File: src/rtl/mouse_report_parser_if.sv
// ----------------------------------------------------------------------------
// mouse_report_parser_if
// Byte-stream handshake between the USB host byte source and the mouse
// report parser.
//   Byte_In    : report byte driven by the host stream (master -> slave)
//   Byte_Valid : Byte_In is valid this cycle         (master -> slave)
//   Byte_Ready : the parser accepts Byte_In          (slave  -> master)
// A byte transfers on a cycle where Byte_Valid and Byte_Ready are both high.
// The master holds Byte_In stable while Byte_Valid && !Byte_Ready.
// ----------------------------------------------------------------------------
interface mouse_report_parser_if;
    logic [7:0] Byte_In;
    logic       Byte_Valid;
    logic       Byte_Ready;

    modport master (
        output Byte_In,
        output Byte_Valid,
        input  Byte_Ready
    );

    modport slave (
        input  Byte_In,
        input  Byte_Valid,
        output Byte_Ready
    );
endinterface

File: src/rtl/mouse_report_parser.sv
// ----------------------------------------------------------------------------
// mouse_report_parser
// Reassembles boot-protocol mouse reports from a host byte stream, accumulates
// X/Y motion with saturation over one video frame, and on every Frame_Tick
// commits one signed 8-bit delta pair plus button state for the cursor logic.
//
// Ports:
//   frame_clk    in   clock
//   Reset        in   synchronous, active-high reset
//   byte_if      slave modport of mouse_report_parser_if (Byte_In/Valid/Ready)
//   Frame_Tick   in   single-cycle frame boundary pulse
//   Mouse_XDiff  out  signed X delta of the frame just ended
//   Mouse_YDiff  out  signed Y delta of the frame just ended (positive = down)
//   Mouse_Wheel  out  signed wheel delta (only with MOUSE_WHEEL_EN)
//   Buttons      out  {5'b0, M, R, L}
//   Delta_Valid  out  one-cycle pulse: at least one report in the frame
//   Delta_Sat    out  saturation occurred in the frame; held until next tick
//   Sync_Err     out  one-cycle pulse when a partial report times out
//
// Optional feature macro: MOUSE_WHEEL_EN
//   defined   : 4-byte reports (btn, X, Y, wheel) and a Mouse_Wheel output
//   undefined : 3-byte reports (btn, X, Y)
// ----------------------------------------------------------------------------
module mouse_report_parser #(
    parameter int GAP_TIMEOUT = 64,
    parameter int DELTA_MAX   = 127
) (
    input  logic                        frame_clk,
    input  logic                        Reset,
    mouse_report_parser_if.slave        byte_if,
    input  logic                        Frame_Tick,
    output logic [7:0]                  Mouse_XDiff,
    output logic [7:0]                  Mouse_YDiff,
`ifdef MOUSE_WHEEL_EN
    output logic [7:0]                  Mouse_Wheel,
`endif
    output logic [7:0]                  Buttons,
    output logic                        Delta_Valid,
    output logic                        Delta_Sat,
    output logic                        Sync_Err
);

    localparam int GW = $clog2(GAP_TIMEOUT + 1);
    localparam logic signed [9:0] LIM_HI = 10'(DELTA_MAX);
    localparam logic signed [9:0] LIM_LO = 10'(-DELTA_MAX - 1);
    localparam logic [GW-1:0]     GAP_LAST = GW'(GAP_TIMEOUT - 1);

    typedef enum logic [1:0] {
        S_BTN = 2'd0,
        S_X   = 2'd1,
        S_Y   = 2'd2,
        S_W   = 2'd3
    } state_t;

    // Saturating add of two signed bytes in 10-bit arithmetic.
    // Returns {saturated, clamped_result[7:0]}.
    function automatic logic [8:0] sat_add(input logic [7:0] a, input logic [7:0] b);
        logic signed [9:0] sum;
        logic [8:0]        res;
        sum = $signed({{2{a[7]}}, a}) + $signed({{2{b[7]}}, b});
        if (sum > LIM_HI) begin
            res = {1'b1, LIM_HI[7:0]};
        end else if (sum < LIM_LO) begin
            res = {1'b1, LIM_LO[7:0]};
        end else begin
            res = {1'b0, sum[7:0]};
        end
        return res;
    endfunction

    state_t        state_q;
    logic [GW-1:0] gap_q;
    logic [7:0]    btn_tmp_q;
    logic [7:0]    x_tmp_q;
    logic [7:0]    acc_x_q;
    logic [7:0]    acc_y_q;
    logic [2:0]    press_q;
    logic [2:0]    last_btn_q;
    logic          sat_flag_q;
    logic          got_report_q;

    logic          xfer_s;
    logic [8:0]    sum_x_d;
    logic [8:0]    sum_y_d;
    logic [7:0]    y_src_s;

`ifdef MOUSE_WHEEL_EN
    logic [7:0]    y_tmp_q;
    logic [7:0]    acc_w_q;
    logic [8:0]    sum_w_d;
`endif

    // No byte is consumed on a commit cycle, so a report never completes
    // in the same cycle the accumulators are being cleared.
    assign byte_if.Byte_Ready = !Frame_Tick;
    assign xfer_s             = byte_if.Byte_Valid && !Frame_Tick;

`ifdef MOUSE_WHEEL_EN
    assign y_src_s = y_tmp_q;
    assign sum_w_d = sat_add(acc_w_q, byte_if.Byte_In);
`else
    assign y_src_s = byte_if.Byte_In;
`endif

    assign sum_x_d = sat_add(acc_x_q, x_tmp_q);
    assign sum_y_d = sat_add(acc_y_q, y_src_s);

    // Report FSM, gap timer, frame accumulators and registered outputs.
    always_ff @(posedge frame_clk) begin
        if (Reset) begin
            state_q      <= S_BTN;
            gap_q        <= '0;
            btn_tmp_q    <= 8'h00;
            x_tmp_q      <= 8'h00;
            acc_x_q      <= 8'h00;
            acc_y_q      <= 8'h00;
            press_q      <= 3'b000;
            last_btn_q   <= 3'b000;
            sat_flag_q   <= 1'b0;
            got_report_q <= 1'b0;
            Mouse_XDiff  <= 8'h00;
            Mouse_YDiff  <= 8'h00;
            Buttons      <= 8'h00;
            Delta_Valid  <= 1'b0;
            Delta_Sat    <= 1'b0;
            Sync_Err     <= 1'b0;
`ifdef MOUSE_WHEEL_EN
            y_tmp_q      <= 8'h00;
            acc_w_q      <= 8'h00;
            Mouse_Wheel  <= 8'h00;
`endif
        end else begin
            Delta_Valid <= 1'b0;
            Sync_Err    <= 1'b0;

            // Commit the frame; last_btn_q is kept so held buttons persist.
            if (Frame_Tick) begin
                Mouse_XDiff  <= acc_x_q;
                Mouse_YDiff  <= acc_y_q;
                Buttons      <= {5'b00000, last_btn_q | press_q};
                Delta_Valid  <= got_report_q;
                Delta_Sat    <= sat_flag_q;
                acc_x_q      <= 8'h00;
                acc_y_q      <= 8'h00;
                press_q      <= 3'b000;
                sat_flag_q   <= 1'b0;
                got_report_q <= 1'b0;
`ifdef MOUSE_WHEEL_EN
                Mouse_Wheel  <= acc_w_q;
                acc_w_q      <= 8'h00;
`endif
            end else begin
                Delta_Valid <= 1'b0;
            end

            case (state_q)
                S_BTN: begin
                    gap_q <= '0;
                    if (xfer_s) begin
                        btn_tmp_q <= byte_if.Byte_In;
                        state_q   <= S_X;
                    end else begin
                        state_q   <= S_BTN;
                    end
                end
                S_X, S_Y, S_W: begin
                    if (xfer_s) begin
                        gap_q <= '0;
                        if (state_q == S_X) begin
                            x_tmp_q <= byte_if.Byte_In;
                            state_q <= S_Y;
`ifdef MOUSE_WHEEL_EN
                        end else if (state_q == S_Y) begin
                            y_tmp_q <= byte_if.Byte_In;
                            state_q <= S_W;
`endif
                        end else begin
                            // Final byte of the report: fold it into the frame.
                            acc_x_q      <= sum_x_d[7:0];
                            acc_y_q      <= sum_y_d[7:0];
`ifdef MOUSE_WHEEL_EN
                            acc_w_q      <= sum_w_d[7:0];
                            sat_flag_q   <= sat_flag_q | sum_x_d[8] | sum_y_d[8] | sum_w_d[8];
`else
                            sat_flag_q   <= sat_flag_q | sum_x_d[8] | sum_y_d[8];
`endif
                            press_q      <= press_q | btn_tmp_q[2:0];
                            last_btn_q   <= btn_tmp_q[2:0];
                            got_report_q <= 1'b1;
                            state_q      <= S_BTN;
                        end
                    end else if (gap_q == GAP_LAST) begin
                        // Host went quiet mid-report: drop the partial report.
                        gap_q    <= '0;
                        state_q  <= S_BTN;
                        Sync_Err <= 1'b1;
                    end else begin
                        gap_q <= gap_q + GW'(1);
                    end
                end
                default: begin
                    gap_q   <= '0;
                    state_q <= S_BTN;
                end
            endcase
        end
    end

endmodule

File: src/flat_wrapper.sv
// flat-port wrapper written by rule: the top's interface ports become plain ports
module mouse_report_parser_flat 
#(
    parameter int GAP_TIMEOUT = 64,
    parameter int DELTA_MAX   = 127
)
  (frame_clk, Reset, Frame_Tick, Mouse_XDiff, Mouse_YDiff, Buttons, Delta_Valid, Delta_Sat, Sync_Err, byte_if_Byte_In, byte_if_Byte_Valid, byte_if_Byte_Ready);
  mouse_report_parser_if byte_if_i ();
  input  logic frame_clk;
  input  logic Reset;
  input  logic Frame_Tick;
  output logic [7:0] Mouse_XDiff;
  output logic [7:0] Mouse_YDiff;
  output logic [7:0] Buttons;
  output logic Delta_Valid;
  output logic Delta_Sat;
  output logic Sync_Err;
  input wire logic [$bits(byte_if_i.Byte_In)-1:0] byte_if_Byte_In;
  input wire logic [$bits(byte_if_i.Byte_Valid)-1:0] byte_if_Byte_Valid;
  output wire logic [$bits(byte_if_i.Byte_Ready)-1:0] byte_if_Byte_Ready;
  assign byte_if_i.Byte_In = byte_if_Byte_In;
  assign byte_if_i.Byte_Valid = byte_if_Byte_Valid;
  assign byte_if_Byte_Ready = byte_if_i.Byte_Ready;
  mouse_report_parser #(.GAP_TIMEOUT(GAP_TIMEOUT), .DELTA_MAX(DELTA_MAX)) u_core (.frame_clk(frame_clk), .Reset(Reset), .byte_if(byte_if_i), .Frame_Tick(Frame_Tick), .Mouse_XDiff(Mouse_XDiff), .Mouse_YDiff(Mouse_YDiff), .Buttons(Buttons), .Delta_Valid(Delta_Valid), .Delta_Sat(Delta_Sat), .Sync_Err(Sync_Err));
endmodule
File: config.mk
export PLATFORM = sky130hd
export DESIGN_NAME = mouse_report_parser_flat
export DESIGN_NICKNAME = d
export VERILOG_FILES = /design/src/rtl/mouse_report_parser_if.sv /design/src/rtl/mouse_report_parser.sv /design/src/flat_wrapper.sv
export SDC_FILE = /design/constraint.sdc
export NUM_CORES = 1
export LEC_CHECK = 0
export BUFFER_PORTS_ARGS = -buffer_cell sky130_fd_sc_hd__buf_2
export CAP_MARGIN = 20
export CORE_UTILIZATION = 25
export DETAILED_ROUTE_END_ITERATION = 8
export GPL_TIMING_DRIVEN = 1
export RECOVER_POWER = 100
export SYNTH_ARGS = -nofsm -noshare
export SYNTH_HDL_FRONTEND = slang
export SYNTH_SLANG_ARGS = --single-unit
File: constraint.sdc
create_clock -name frame_clk -period 4.2 [get_ports frame_clk]
set_input_delay 0.63 -clock frame_clk [delete_from_list [all_inputs] [get_ports frame_clk]]
set_output_delay 0.63 -clock frame_clk [all_outputs]
set_load 0.005 [all_outputs]
==> summary.md <==
| Metric | Value |
|---|---|
| Cell Rows | 40 |
| Leak Pwr | 1.56 nW |
| Clock Skews | 0.00561 ns |
| Pwr per Cell Area | between 300 and 400 nW/um^2 |
| Worst Hold Class | reg2reg |
| Clock Tree Buf Depth | 2 |
| CTS tree | built |
| Total Routing Usage GR | 11.7% |
| Final Max Slew Viols | 30 |
| Crit Path Category | in2reg |
| Most frequent cells in the layout | dfxtp_1 (66), nor2_1 (41), nand2_1 (33) |
| Worst-Skew Late Latency | 0.33 ns |
| Max Clock Freq | 310 MHz |
| Largest net degree at the start of global routing | 30 |
| Final wirelength | 7180 um |
| CTS root buf | clkbuf_16 |
| Hold Violations, Final | 0 |
| Cells after Synth | approximately 340 |
| Failing checks | capacitance limit, slew limit |
| R2R setup slack | 1.80 ns |
| Antenna Cells | 0 |
| Initial Utilization | between 20% and 30% |
| Final setup fails | 0 |
| IO Port Bufs | 34 |
| Commonest non-fill, non-tap cell in the layout | dfxtp_1 |
| Pwr Total | roughly 0.0015 W |
| Initial antenna violation count | 0 |
| Die area | between 10000 and 15000 um^2 |
| Layout cells sized above 1 | 13.4% |
| Sink Count | 66 |
| Final ANT Viol Nets | 0 |
| Placed Cells | 532 |
| Post-synth EDFFs | 0 |
| # hold bufs at CTS | 0 |
| Gpl congestion | 0.795 |
| Worst rel slew slack | -20.6% |
| First-pass GRT wire length | ~12000 um |
| Vias | 2503 |
| Critical path required time | 4.47 ns |
| Worst R2R Path Depth | 7 |
| Predominant post-synthesis flop cell | dfxtp_1 |
| Source of the critical timing path | Frame_Tick |
| Setup crit end kind | register |
| Number of CTS-inserted buffers | 9 |
| Clk slew on worst S/H paths | around 0.05 ns |
| R2r startpoint | u_core.acc_x_q[0] |
| Total negative slack | 0 ns |
| First-pass DRT Iterations | 4 |
| Boundary Pins | 40 |
| MaxCap Viol Count | 1 |
| Post-CTS Setup Bufs | 0 |
| DPL Wire Length | 5390 um |
| Gr ovfl total | 0 |
| Gates resized, CTS repair | 0 |
| Drt initial violations | 74 |
| Die height | 115 um |
| Slowest stage cell on the critical path | clkbuf_1 |
| DIE WIDTH | ~110 um |
| DR vias/cell | 4.57 |
| Final Cell Area | 3780 um^2 |
| Register area share after synthesis | 41.4% |
| Yosys reg bits | 66 |
| Synthesis Warnings | 0 |
| Slowest cell delay on critical path | 1.27 ns |
| Worst Path Arrival | 3.49 ns |
| Wirelength per Cell | 13.1 um |
| DRC | 0 |
| RR Endpoint | u_core.acc_x_q[1] |
| Post-synthesis cell type count | 50 |
| H-tree depth | 3 |
| Fin cells | 548 |
| Final Cycle Share | 76.7% |
| CP endpoint | u_core.acc_x_q[4] |
| RSZ-0062 raised after global routing | no |
| Area Growth Syn to Fin | 18.5% |
| Final Critical Period | 3.22 ns |
| Synthesized cell area | 3190 um^2 |
| Vias in the first global route | 2460 |
| Ys async rst share | 0% |
| Crit-path max FO | 29 |
| Syn avg cell area | 9.27 um^2 |
| CP Launch Type | input port |
| Core Box Area | roughly 12000 um^2 |
| Placed Area | 3490 um^2 |
| Final #Nets | 406 |
| Worst VDD drop | 0.184 mV |
| Slew @ Worst Pin | 1.81 ns |
| Cell Chain, Critical Path | clkbuf_1, nor2b_1, and2_0, nor3_2, a22o_1 |
| Status | finished, violations left |
## stage by stage
stage,hold WS (ns),utilization [%],setup slack (ns)
2_1_floorplan,0.418,-,1.66
3_3_place_gp,0.431,28.6,1.46
3_5_place_dp,0.440,28.6,1.43
4_1_cts,0.448,31.1,1.74
5_1_grt,0.469,31.0,0.774
6_report,0.443,31.0,0.978
## synthesized netlist by cell type (2+ instances only)
cell type / count / share of area (%)
a211o_1: 2 / 0.55
a211oi_1: 6 / 1.4
a21o_1: 5 / 1.2
a21oi_1: 31 / 4.9
a22o_1: 10 / 2.7
a311oi_1: 5 / 1.4
a31oi_1: 3 / 0.59
and2_1: 2 / 0.39
and3_1: 6 / 1.2
buf_2: 3 / 0.47
buf_4: 5 / 1.2
buf_6: 2 / 0.71
clkbuf_1: 9 / 1.1
dfxtp_1: 66 / 41
fa_1: 2 / 1.3
ha_1: 17 / 6.7
inv_1: 2 / 0.24
maj3_2: 8 / 2.8
mux2i_1: 20 / 6.3
nand2_1: 33 / 3.9
nand2b_1: 2 / 0.39
nand3_1: 5 / 0.78
nor2_1: 41 / 4.8
nor3_1: 5 / 0.78
nor3b_1: 3 / 0.71
nor4_1: 2 / 0.39
o211ai_1: 3 / 0.71
o21ai_0: 8 / 1.3
o21bai_1: 3 / 0.71
o31ai_1: 2 / 0.47
xnor2_1: 5 / 1.4
xor2_1: 10 / 2.7
## metal layers
| metal | vias up | global-route usage, % | wire (um) |
|---|---|---|---|
| met4 | 0 | 5.54 | 146 |
| met5 | - | 0 | 0 |
| met1 | 1167 | 14.0 | 3380 |
| li1 | 1296 | - | - |
| met2 | 31 | 19.8 | 3500 |
| met3 | 9 | 2.90 | 152 |
## worst max-delay path, delay by kind of cell
family	cells	cell delay, ns
AOI/OAI and AO/OA	1	0.25
and+or+nand+nor	3	1.32
buffers and inverters	1	1.27
## cell type report
class / count / area [um^2]
clock inverters: 4 / 48.8
multi-input cells: 260 / 1760
fillers: 1298 / 8430
repair buffers: 36 / 163
well taps: 168 / 210
inverters: 2 / 7.51
flip-flops and latches: 66 / 1320
clock buffers: 12 / 267
## cells by family (layout without fill, tap and decap cells)
family / count (synthesis) / in the layout / synth area share, %
and+or+nand+nor: 105 / 105 / 14.7
adders and majority gates: 27 / 27 / 10.7
AOI/OAI and AO/OA: 87 / 87 / 18.5
other: 1 / 5 / 0.118
xor gates and xnor gates: 15 / 15 / 4.12
DFF: 66 / 66 / 41.4
muxes: 21 / 21 / 6.63
buffers and inverters: 22 / 54 / 3.76
## report_power, final
group / switching, W / total, W / internal [W]
logic: 0.0000514 / 0.0000840 / 0.0000326
registers: 0.00000549 / 0.000639 / 0.000633
clock network: 0.000264 / 0.000770 / 0.000506
## state kept, by name, indices dropped and copies added (netlist names)
| signal | count |
|---|---|
| u_core.Buttons | 3 |
| u_core.Delta_Sat | 1 |
| u_core.Delta_Valid | 1 |
| u_core.Mouse_XDiff | 8 |
| u_core.Mouse_YDiff | 8 |
| u_core.Sync_Err | 1 |
| u_core.acc_x_q | 8 |
| u_core.acc_y_q | 8 |
| u_core.btn_tmp_q | 3 |
| u_core.gap_q | 7 |
| u_core.got_report_q | 1 |
| u_core.last_btn_q | 3 |
| u_core.press_q | 3 |
| u_core.sat_flag_q | 1 |
| u_core.state_q | 2 |
| u_core.x_tmp_q | 8 |
## worst min-delay path by stage
stage | slack, ns | depth (start not counted) | endpoint | from
finish | 0.44 | 1 | u_core.gap_q[0] | u_core.gap_q[0]
global route | 0.47 | 1 | u_core.gap_q[0] | u_core.gap_q[0]
CTS | 0.45 | 1 | u_core.gap_q[0] | u_core.gap_q[0]
detailed placement | 0.44 | 1 | u_core.gap_q[0] | u_core.gap_q[0]
global placement | 0.43 | 1 | u_core.gap_q[0] | u_core.gap_q[0]
floorplan | 0.42 | 1 | u_core.gap_q[0] | u_core.gap_q[0]
(Power assumes the default switching activity.)
